**src/rtl/rv_instr_encoder.sv**
```systemverilog
// Purpose: packs decoded RV32I fields (R/I/S/B/U/J) into 32-bit words and tags each with a running word address.
// Latency: word accepted at edge N is presented on out_* after edge N when the buffer was empty.
// Backpressure: 2-entry buffer; in_ready_o drops while two words are held.
// Optional feature: define RV_ENC_RANGE_CHECK_EN to flag immediates that do not fit their format.
// Ports:
//   clk_i, rstn_i (async active-low), flush_i (sync clear of buffer and address counter)
//   in_valid_i/in_ready_o + fmt_i, opcode_i, funct3_i, funct7_i, rd_i, rs1_i, rs2_i, imm_i : input fields
//   out_valid_o/out_ready_i + out_instr_o, out_addr_o, out_err_o : encoded word from buffer head
//   err_cnt_o : saturating count of errored words pushed into the buffer
module rv_instr_encoder #(
  parameter int XLEN      = 32,
  parameter int ADDR_W    = 10,
  parameter int BASE_ADDR = 0
) (
  input  logic              clk_i,
  input  logic              rstn_i,
  input  logic              flush_i,
  input  logic              in_valid_i,
  output logic              in_ready_o,
  input  logic [2:0]        fmt_i,
  input  logic [6:0]        opcode_i,
  input  logic [2:0]        funct3_i,
  input  logic [6:0]        funct7_i,
  input  logic [4:0]        rd_i,
  input  logic [4:0]        rs1_i,
  input  logic [4:0]        rs2_i,
  input  logic [XLEN-1:0]   imm_i,
  output logic              out_valid_o,
  input  logic              out_ready_i,
  output logic [XLEN-1:0]   out_instr_o,
  output logic [ADDR_W-1:0] out_addr_o,
  output logic              out_err_o,
  output logic [7:0]        err_cnt_o
);

  localparam logic [2:0] FMT_R = 3'd0;
  localparam logic [2:0] FMT_I = 3'd1;
  localparam logic [2:0] FMT_S = 3'd2;
  localparam logic [2:0] FMT_B = 3'd3;
  localparam logic [2:0] FMT_U = 3'd4;
  localparam logic [2:0] FMT_J = 3'd5;

  localparam logic [ADDR_W-1:0] BASE = ADDR_W'(BASE_ADDR);

  typedef struct packed {
    logic [XLEN-1:0]   instr;
    logic [ADDR_W-1:0] addr;
    logic              err;
  } entry_t;

  localparam entry_t RESET_ENTRY = '{instr: '0, addr: BASE, err: 1'b0};

  logic            is_shift;
  logic [XLEN-1:0] enc_instr;
  logic            fmt_err;
  logic            range_err;
  logic            enc_err;

  entry_t            head;
  entry_t            tail;
  entry_t            new_entry;
  logic [1:0]        cnt;
  logic [ADDR_W-1:0] addr_q;
  logic [7:0]        err_cnt_q;
  logic              push;
  logic              pop;

  // Shift-immediate forms carry funct7 in the upper bits and a 5-bit shamt.
  assign is_shift = (fmt_i == FMT_I) && (opcode_i == 7'b0010011) &&
                    ((funct3_i == 3'b001) || (funct3_i == 3'b101));

  always_comb begin
    enc_instr = '0;
    fmt_err   = 1'b0;
    case (fmt_i)
      FMT_R: enc_instr = {funct7_i, rs2_i, rs1_i, funct3_i, rd_i, opcode_i};
      FMT_I: begin
        if (is_shift) enc_instr = {funct7_i, imm_i[4:0], rs1_i, funct3_i, rd_i, opcode_i};
        else          enc_instr = {imm_i[11:0], rs1_i, funct3_i, rd_i, opcode_i};
      end
      FMT_S: enc_instr = {imm_i[11:5], rs2_i, rs1_i, funct3_i, imm_i[4:0], opcode_i};
      FMT_B: enc_instr = {imm_i[12], imm_i[10:5], rs2_i, rs1_i, funct3_i,
                          imm_i[4:1], imm_i[11], opcode_i};
      FMT_U: enc_instr = {imm_i[31:12], rd_i, opcode_i};
      FMT_J: enc_instr = {imm_i[20], imm_i[10:1], imm_i[11], imm_i[19:12], rd_i, opcode_i};
      default: begin
        enc_instr = '0;
        fmt_err   = 1'b1;
      end
    endcase
  end

`ifdef RV_ENC_RANGE_CHECK_EN
  logic signed [XLEN-1:0] imm_s;
  assign imm_s = $signed(imm_i);

  // Out-of-range immediates are flagged but still packed from truncated bits.
  always_comb begin
    range_err = 1'b0;
    case (fmt_i)
      FMT_I: begin
        if (is_shift) range_err = (imm_i > 32'd31);
        else          range_err = (imm_s < -2048) || (imm_s > 2047);
      end
      FMT_S:   range_err = (imm_s < -2048) || (imm_s > 2047);
      FMT_B:   range_err = (imm_s < -4096) || (imm_s > 4094) || imm_i[0];
      FMT_U:   range_err = (imm_i[11:0] != 12'd0);
      FMT_J:   range_err = (imm_s < -1048576) || (imm_s > 1048574) || imm_i[0];
      default: range_err = 1'b0;
    endcase
  end
`else
  assign range_err = 1'b0;
`endif

  assign enc_err = fmt_err | range_err;

  assign new_entry = '{instr: enc_instr, addr: addr_q, err: enc_err};

  // Ready comes from the registered count only, so a full buffer never takes a push
  // even when the head is leaving in the same cycle.
  assign in_ready_o  = (cnt != 2'd2);
  assign out_valid_o = (cnt != 2'd0);
  assign push        = in_valid_i && in_ready_o && !flush_i;
  assign pop         = out_valid_o && out_ready_i;

  always_ff @(posedge clk_i or negedge rstn_i) begin
    if (!rstn_i) begin
      head      <= RESET_ENTRY;
      tail      <= RESET_ENTRY;
      cnt       <= 2'd0;
      addr_q    <= BASE;
      err_cnt_q <= 8'd0;
    end else begin
      // Errors are counted at push time and survive a flush.
      if (push && enc_err && (err_cnt_q != 8'hFF)) err_cnt_q <= err_cnt_q + 8'd1;

      if (flush_i) begin
        cnt    <= 2'd0;
        addr_q <= BASE;
      end else begin
        if (push) addr_q <= addr_q + ADDR_W'(1);
        case ({push, pop})
          // Push with pop implies exactly one word held: the new word becomes head.
          2'b11: head <= new_entry;
          2'b10: begin
            if (cnt == 2'd0) head <= new_entry;
            else             tail <= new_entry;
            cnt <= cnt + 2'd1;
          end
          2'b01: begin
            head <= tail;
            cnt  <= cnt - 2'd1;
          end
          default: ;
        endcase
      end
    end
  end

  assign out_instr_o = head.instr;
  assign out_addr_o  = head.addr;
  assign out_err_o   = head.err;
  assign err_cnt_o   = err_cnt_q;

endmodule

```
**config.mk**
```make
export PLATFORM = sky130hd
export DESIGN_NAME = rv_instr_encoder
export DESIGN_NICKNAME = d
export VERILOG_FILES = /design/src/rtl/rv_instr_encoder.sv
export SDC_FILE = /design/constraint.sdc
export NUM_CORES = 1
export LEC_CHECK = 0
export ABC_AREA = 1
export BUFFER_PORTS_ARGS = -buffer_cell sky130_fd_sc_hd__buf_2
export CAP_MARGIN = 20
export CORE_MARGIN = 2
export CORE_UTILIZATION = 45
export CTS_BUF_LIST = sky130_fd_sc_hd__clkbuf_8
export DETAILED_ROUTE_END_ITERATION = 6
export PLACE_DENSITY_LB_ADDON = 0.25
export SETUP_SLACK_MARGIN = 0.3
export SLEW_MARGIN = 20
export SYNTH_ARGS = -nofsm -noshare
export SYNTH_HDL_FRONTEND = slang
export SYNTH_SLANG_ARGS = --single-unit
```
**constraint.sdc**
```tcl
create_clock -name clk_i -period 2 [get_ports clk_i]
set_clock_uncertainty 0.05 [all_clocks]
set_input_delay 0.2 -clock clk_i [delete_from_list [all_inputs] [get_ports clk_i]]
set_output_delay 0.2 -clock clk_i [all_outputs]
set_load 0.01 [all_outputs]
```
Word level (Yosys, flattened, before mapping):

Index checks and enable logic that the tools add are counted.

* $add $sub $neg: 4
* equality and inequality tests: 14
* mux-type cells: 9
* bitwise gates (word level): 2
* reductions and logical operators: 18

Operators with widths (number)
* $pmux 32 s6: 1
* $pmux 43 s3: 1
* $mux 43: 1
* $mux 32: 1
* $mux 10: 2
* $add 10x1->10 const B: 1
* $eq 3x3->1 const B: 3
* $add 8x1->8 const B: 1
* $ne 8x8->1 const B: 1
* $eq 7x5->1 const B: 1
* $logic_and 1x1->1: 7
* $eq 3x1->1 const B: 2
* $eq 3x2->1 const B: 2
* $reduce_and 3->1: 2
* $reduce_bool 3->1: 2
* $reduce_or 6->1: 1
* $eq 2x2->1 const B: 2
* $ne 2x2->1 const B: 2
* $pmux 2 s2: 1
* $reduce_bool 2->1: 2
* $logic_not 3->1: 1
* $add 2x1->2 const B: 1
* $eq 2x1->1 const B: 1
* $logic_not 2->1: 1
* other kinds (6): 7

* register bits: 106
* input port bits: 72
* output and inout bits: 53
* logic and storage cells: 56

Depth between registers and ports, before layout:

* depth in word-level cells: 7
* gate-level depth with buffers: 12
* mapped depth without buffers: 11

Least setup slack after synthesis:

Ideal clock, no wire load.

* kind: register to register
* start point: register err_cnt_q[1] (netlist: err_cnt_o[1])
* end point: register err_cnt_q[3] (netlist: err_cnt_o[3])
* library setup time: 0.128 ns
* arrival: 1.418 ns
* required time: 1.822 ns
* path slack: 0.405 ns
* cell stages (with the launch flop): 8
* path buffers: 0
* clock period less this slack: 1.595 ns
* cells stage by stage: dfrtp_1 -> ha_1 -> nand3_1 -> nor3b_1 -> nand3_1 -> nand2_2 -> nor2_2 -> xor2_1

* cells in the longest elaborated chain, start to end: 2
* elaborated cells on any way between the ends: 3
* classes of those cells: add/sub: 1; eq/ne: 1; reduce/logical: 1

Ends and longest elaborated chain
* start: declaration: line 64 `logic [7:0] err_cnt_q;`
* start signal: assignment: line 136 `if (push && enc_err && (err_cnt_q != 8'hFF)) err_cnt_q <= err_cnt_q + 8'd1;`
* branches (longest 2 deep; another with $add 8x1->8)

Several ways; the timed one is not identified.
A chain may end at the register's enable or synchronous reset.

Worst setup path after layout:

* start point: register cnt[0]
* end point: register head, in the netlist out_addr_o[7]

* cells in the longest elaborated chain, start to end: 6
* elaborated cells on any way between the ends: 13
* classes of those cells: eq/ne: 5; mux: 1; reduce/logical: 7

Ends and longest elaborated chain
* start: declaration: line 62 `logic [1:0] cnt;`
* start signal: assignment: line 149 `cnt <= cnt + 2'd1;`
* start signal: assignment: line 153 `cnt <= cnt - 2'd1;`
* $ne 2x2->1: line 122 `assign in_ready_o = (cnt != 2'd2);`
* $logic_and 1x1->1 (2 in series): line 124 `assign push = in_valid_i && in_ready_o && !flush_i;`
* $eq 2x2->1 or $eq 2x1->1 (tied branches): line 143 `case ({push, pop})`
* $ne 2x2->1 (no source line) or $reduce_bool 3->1 (tied branches)
* $reduce_and 3->1 (no source line)
* end signal: assignment: line 145 `2'b11: head <= new_entry;`
* end signal: assignment: line 147 `if (cnt == 2'd0) head <= new_entry;`
* end signal: assignment: line 152 `head <= tail;`
* end: declaration: line 59 `entry_t head;`

Parallel ways exist; a longest one is shown, timed or not.

==> flow_summary.yaml <==
run_status:
  status: "finished, final reports clean"
drt:
  drt_wl_total_um: 14200
  routed-via-count: 4957
  first_pass_iters: 5
  drtIter0Drc: 319
  wire_per_inst_um: 14.9
  viasPerCell: 5.20
  ant_nets: 0
  drcViolationCount: 0
worst_setup_path:
  crit_chain: "nor2_2, nand2_2, a21oi_4, clkinvlp_4, buf_12, clkbuf_16, nand2_1, o21ai_1"
  critical-path-max-stage-delay_ns: 0.42
  critical_path_required_ns: 2.22
  crit_type: "reg2reg"
  crit_path_end_kind: "register"
  cp_max_fo: 8
  arrival_ns: 1.90
  startpoint_type: "register"
  cpMaxStageDelayCell: "dfrtp_1"
floorplanning:
  core_mm2: 0.0114
  io_pins: 125
  rows: 39
  die_h_um: 112
  dieArea_mm2: 0.0125
  initial_utilization: 0.460
  die_x_um: 112
hold_path:
  hold_path.class: "in2reg"
global_route:
  grt_max_degree: 52
  antenna_found_initial: 0
  grt_pass1_wl_um: 22000
  grt_pass1_vias: 4621
  gr-usage-all-layers: 0.217
  grt.overflow.total: 0
synthesis:
  synth.area.mux_share: 0
  synth_area_leader_cell: "dfrtp_1"
  synth_edf_count: 0
  ys_ff_latch: 106
  synth_adder_area_share: 0.00477
  yosys-top-cells-count: "nand2_1, dfrtp_1, o21ai_0"
  synthFlopType: "dfrtp_1"
  synthXorXnorAreaFrac: 0.0134
  async_flop_share: 1.00
  avgSynthCellArea_um2: 7.81
  synth_top_family_by_area: "simple AND/OR/NAND/NOR gates"
  syn_inst: 672
  ys_warn_count: 0
  yosysMostFrequentCell: "nand2_1"
  synth_top_area_frac: 0.505
  mappedNetlistArea_mm2: 0.00525
  syn_nets: 746
  netlist-cell-type-count: 36
  synth_simple_gate_area_frac: 0.249
  synth_area_leaders: "dfrtp_1, nand2_1, o21ai_0"
  synth-compound-area-share: 0.154
  yosysSeqAreaShare: 0.505
finish:
  diodes: 0
  ff_latch_area_mm2: 0.00265
  fin_nets: 881
  fin_cells: 954
  fillers: 1083
  multi_input_area_mm2: 0.00230
  design_area_mm2: 0.00659
  drive_gt1_frac: 0.249
  area_growth_pct: 25.6
place:
  dp_slack_ns: 0.152
  place_congestion: 0.840
  dp_hpwl_um: 9440
  place_area_mm2: 0.00603
  io_buffers: 124
  place_inst: 922
cts:
  clockBufferDepth: 2
  cts_buffers: 9
  ctsHtreeMaxLevel: 3
  clk_latency_ns: 0.38
  clk_pin_slew_ns: 0.10
  cts_tree: "done"
  cts.sinks: 106
  clock_tree.root_cell: "clkbuf_8"
pwr:
  combinationalPowerShare: 0.393
  power.switching_mw: 2.93
  leakage_nw: 3.47
  p_per_area_mw_per_mm2: 1170
  swShare: 0.379
  intPower_mw: 4.80
  ir_worst_vdd_mv: 0.507
  seq_power_share: 0.436
  clockPowerShare: 0.171
timing:
  maxSlewHeadroom: 0.660
  tightest_slew_ns: 0.510
  rsz0062_at_grt: "yes"
  setup_violations: 0
  timing.fmax_mhz: 597
  timing.final.crit_share: 0.838
  hold_viol_final: 0
  drv_slew: 0
  period_needed_ns: 1.68
  setup_slack_ns: 0.325
  hold_slack_ns: 0.0620
  setup-tns-final_ns: 0
job:
  maxCapViolCount: 0
[cells in the final DEF, fill, tap and decap left out, drive strengths merged, types with 2 or more instances in the layout]
cell type,Yosys,layout
o211ai,5,5
buf,19,146
nand2,219,219
nor3,5,5
ha,2,2
inv,53,54
dfrtp,106,106
a21oi,29,29
o21ai,104,104
xor2,4,4
clkbuf,9,15
xnor2,4,4
nor2,71,71
o21a,4,4
a21boi,2,2
clkinv,1,3
a31oi,2,2
nand3,24,24
a22oi,2,2
[through the flow]
stage / total power [mW] / utilization
4_1_cts: 7.36 / 0.551
6_report: 7.73 / 0.577
5_1_grt: 8.26 / 0.577
3_3_place_gp: 5.88 / 0.528
3_5_place_dp: 5.98 / 0.528
2_1_floorplan: 4.96 / -
[worst paths after layout]
kind | startpoint | to | slack, ns | cells after the start
max in group asynchronous | rstn_i | tail[16] | 1.05 | 3
max | cnt[0] | out_addr_o[7] | 0.32 | 8
min reg2reg | out_instr_o[4] | out_instr_o[4] | 0.43 | 2
min | opcode_i[0] | tail[11] | 0.06 | 3
min in group asynchronous | rstn_i | err_cnt_o[2] | 0.27 | 2
max reg2reg | cnt[0] | out_addr_o[7] | 0.32 | 8
[power by group through the flow]
stage / Combinational (mW) / Clock (mW) / Sequential [mW]
after floorplan: 1.44 / 0 / 3.52
after global placement: 2.53 / 0 / 3.35
after detailed placement: 2.61 / 0 / 3.38
after CTS: 2.68 / 1.33 / 3.35
after global routing: 3.39 / 1.41 / 3.46
final: 3.04 / 1.32 / 3.37
[what timing repair did]
action / in CTS / in global routing
gates resized for setup: 14 / 24
setup endpoints to repair: 87 / 82
pin swaps: 1 / 3
hold buffers: 1 / 0
setup buffers: 3 / 7
endpoints found under the hold margin: 34 / 0
cloned: 0 / 6
[flip-flops by register name, summed over array words and instances, names as in the netlist]
signal,cells
addr_q,10
cnt,2
err_cnt_o,8
out_addr_o,10
out_err_o,1
out_instr_o,32
tail,43
[metal layers]
layer | GRT usage | vias up | share of wire
met5 | 0 | - | 0
met4 | 0.0943 | 0 | 0.025
met2 | 0.347 | 161 | 0.47
met1 | 0.298 | 2338 | 0.46
li1 | - | 2435 | -
met3 | 0.0294 | 23 | 0.050
[cell type report]
class	count	share of cell area
well taps	143	0.0272
clock inverters	5	0.00721
inverters	54	0.0328
flip-flops and latches	106	0.403
repair buffers	152	0.159
clock buffers	10	0.0209
multi-input cells	484	0.350
[worst max-delay path, delay by kind of cell (launching register included)]
| family | cells | cell delay [ns] |
|---|---|---|
| compound gates | 2 | 0.26 |
| buf+inv | 3 | 0.52 |
| flops | 1 | 0.42 |
| simple gates | 3 | 0.30 |
[cells by family after synthesis]
family	Yosys count
xor+xnor	8
simple gates	324
compound gates	150
buf+inv	82
flops	106
fa+ha+maj	2
Power figures use the tool's default switching activity.
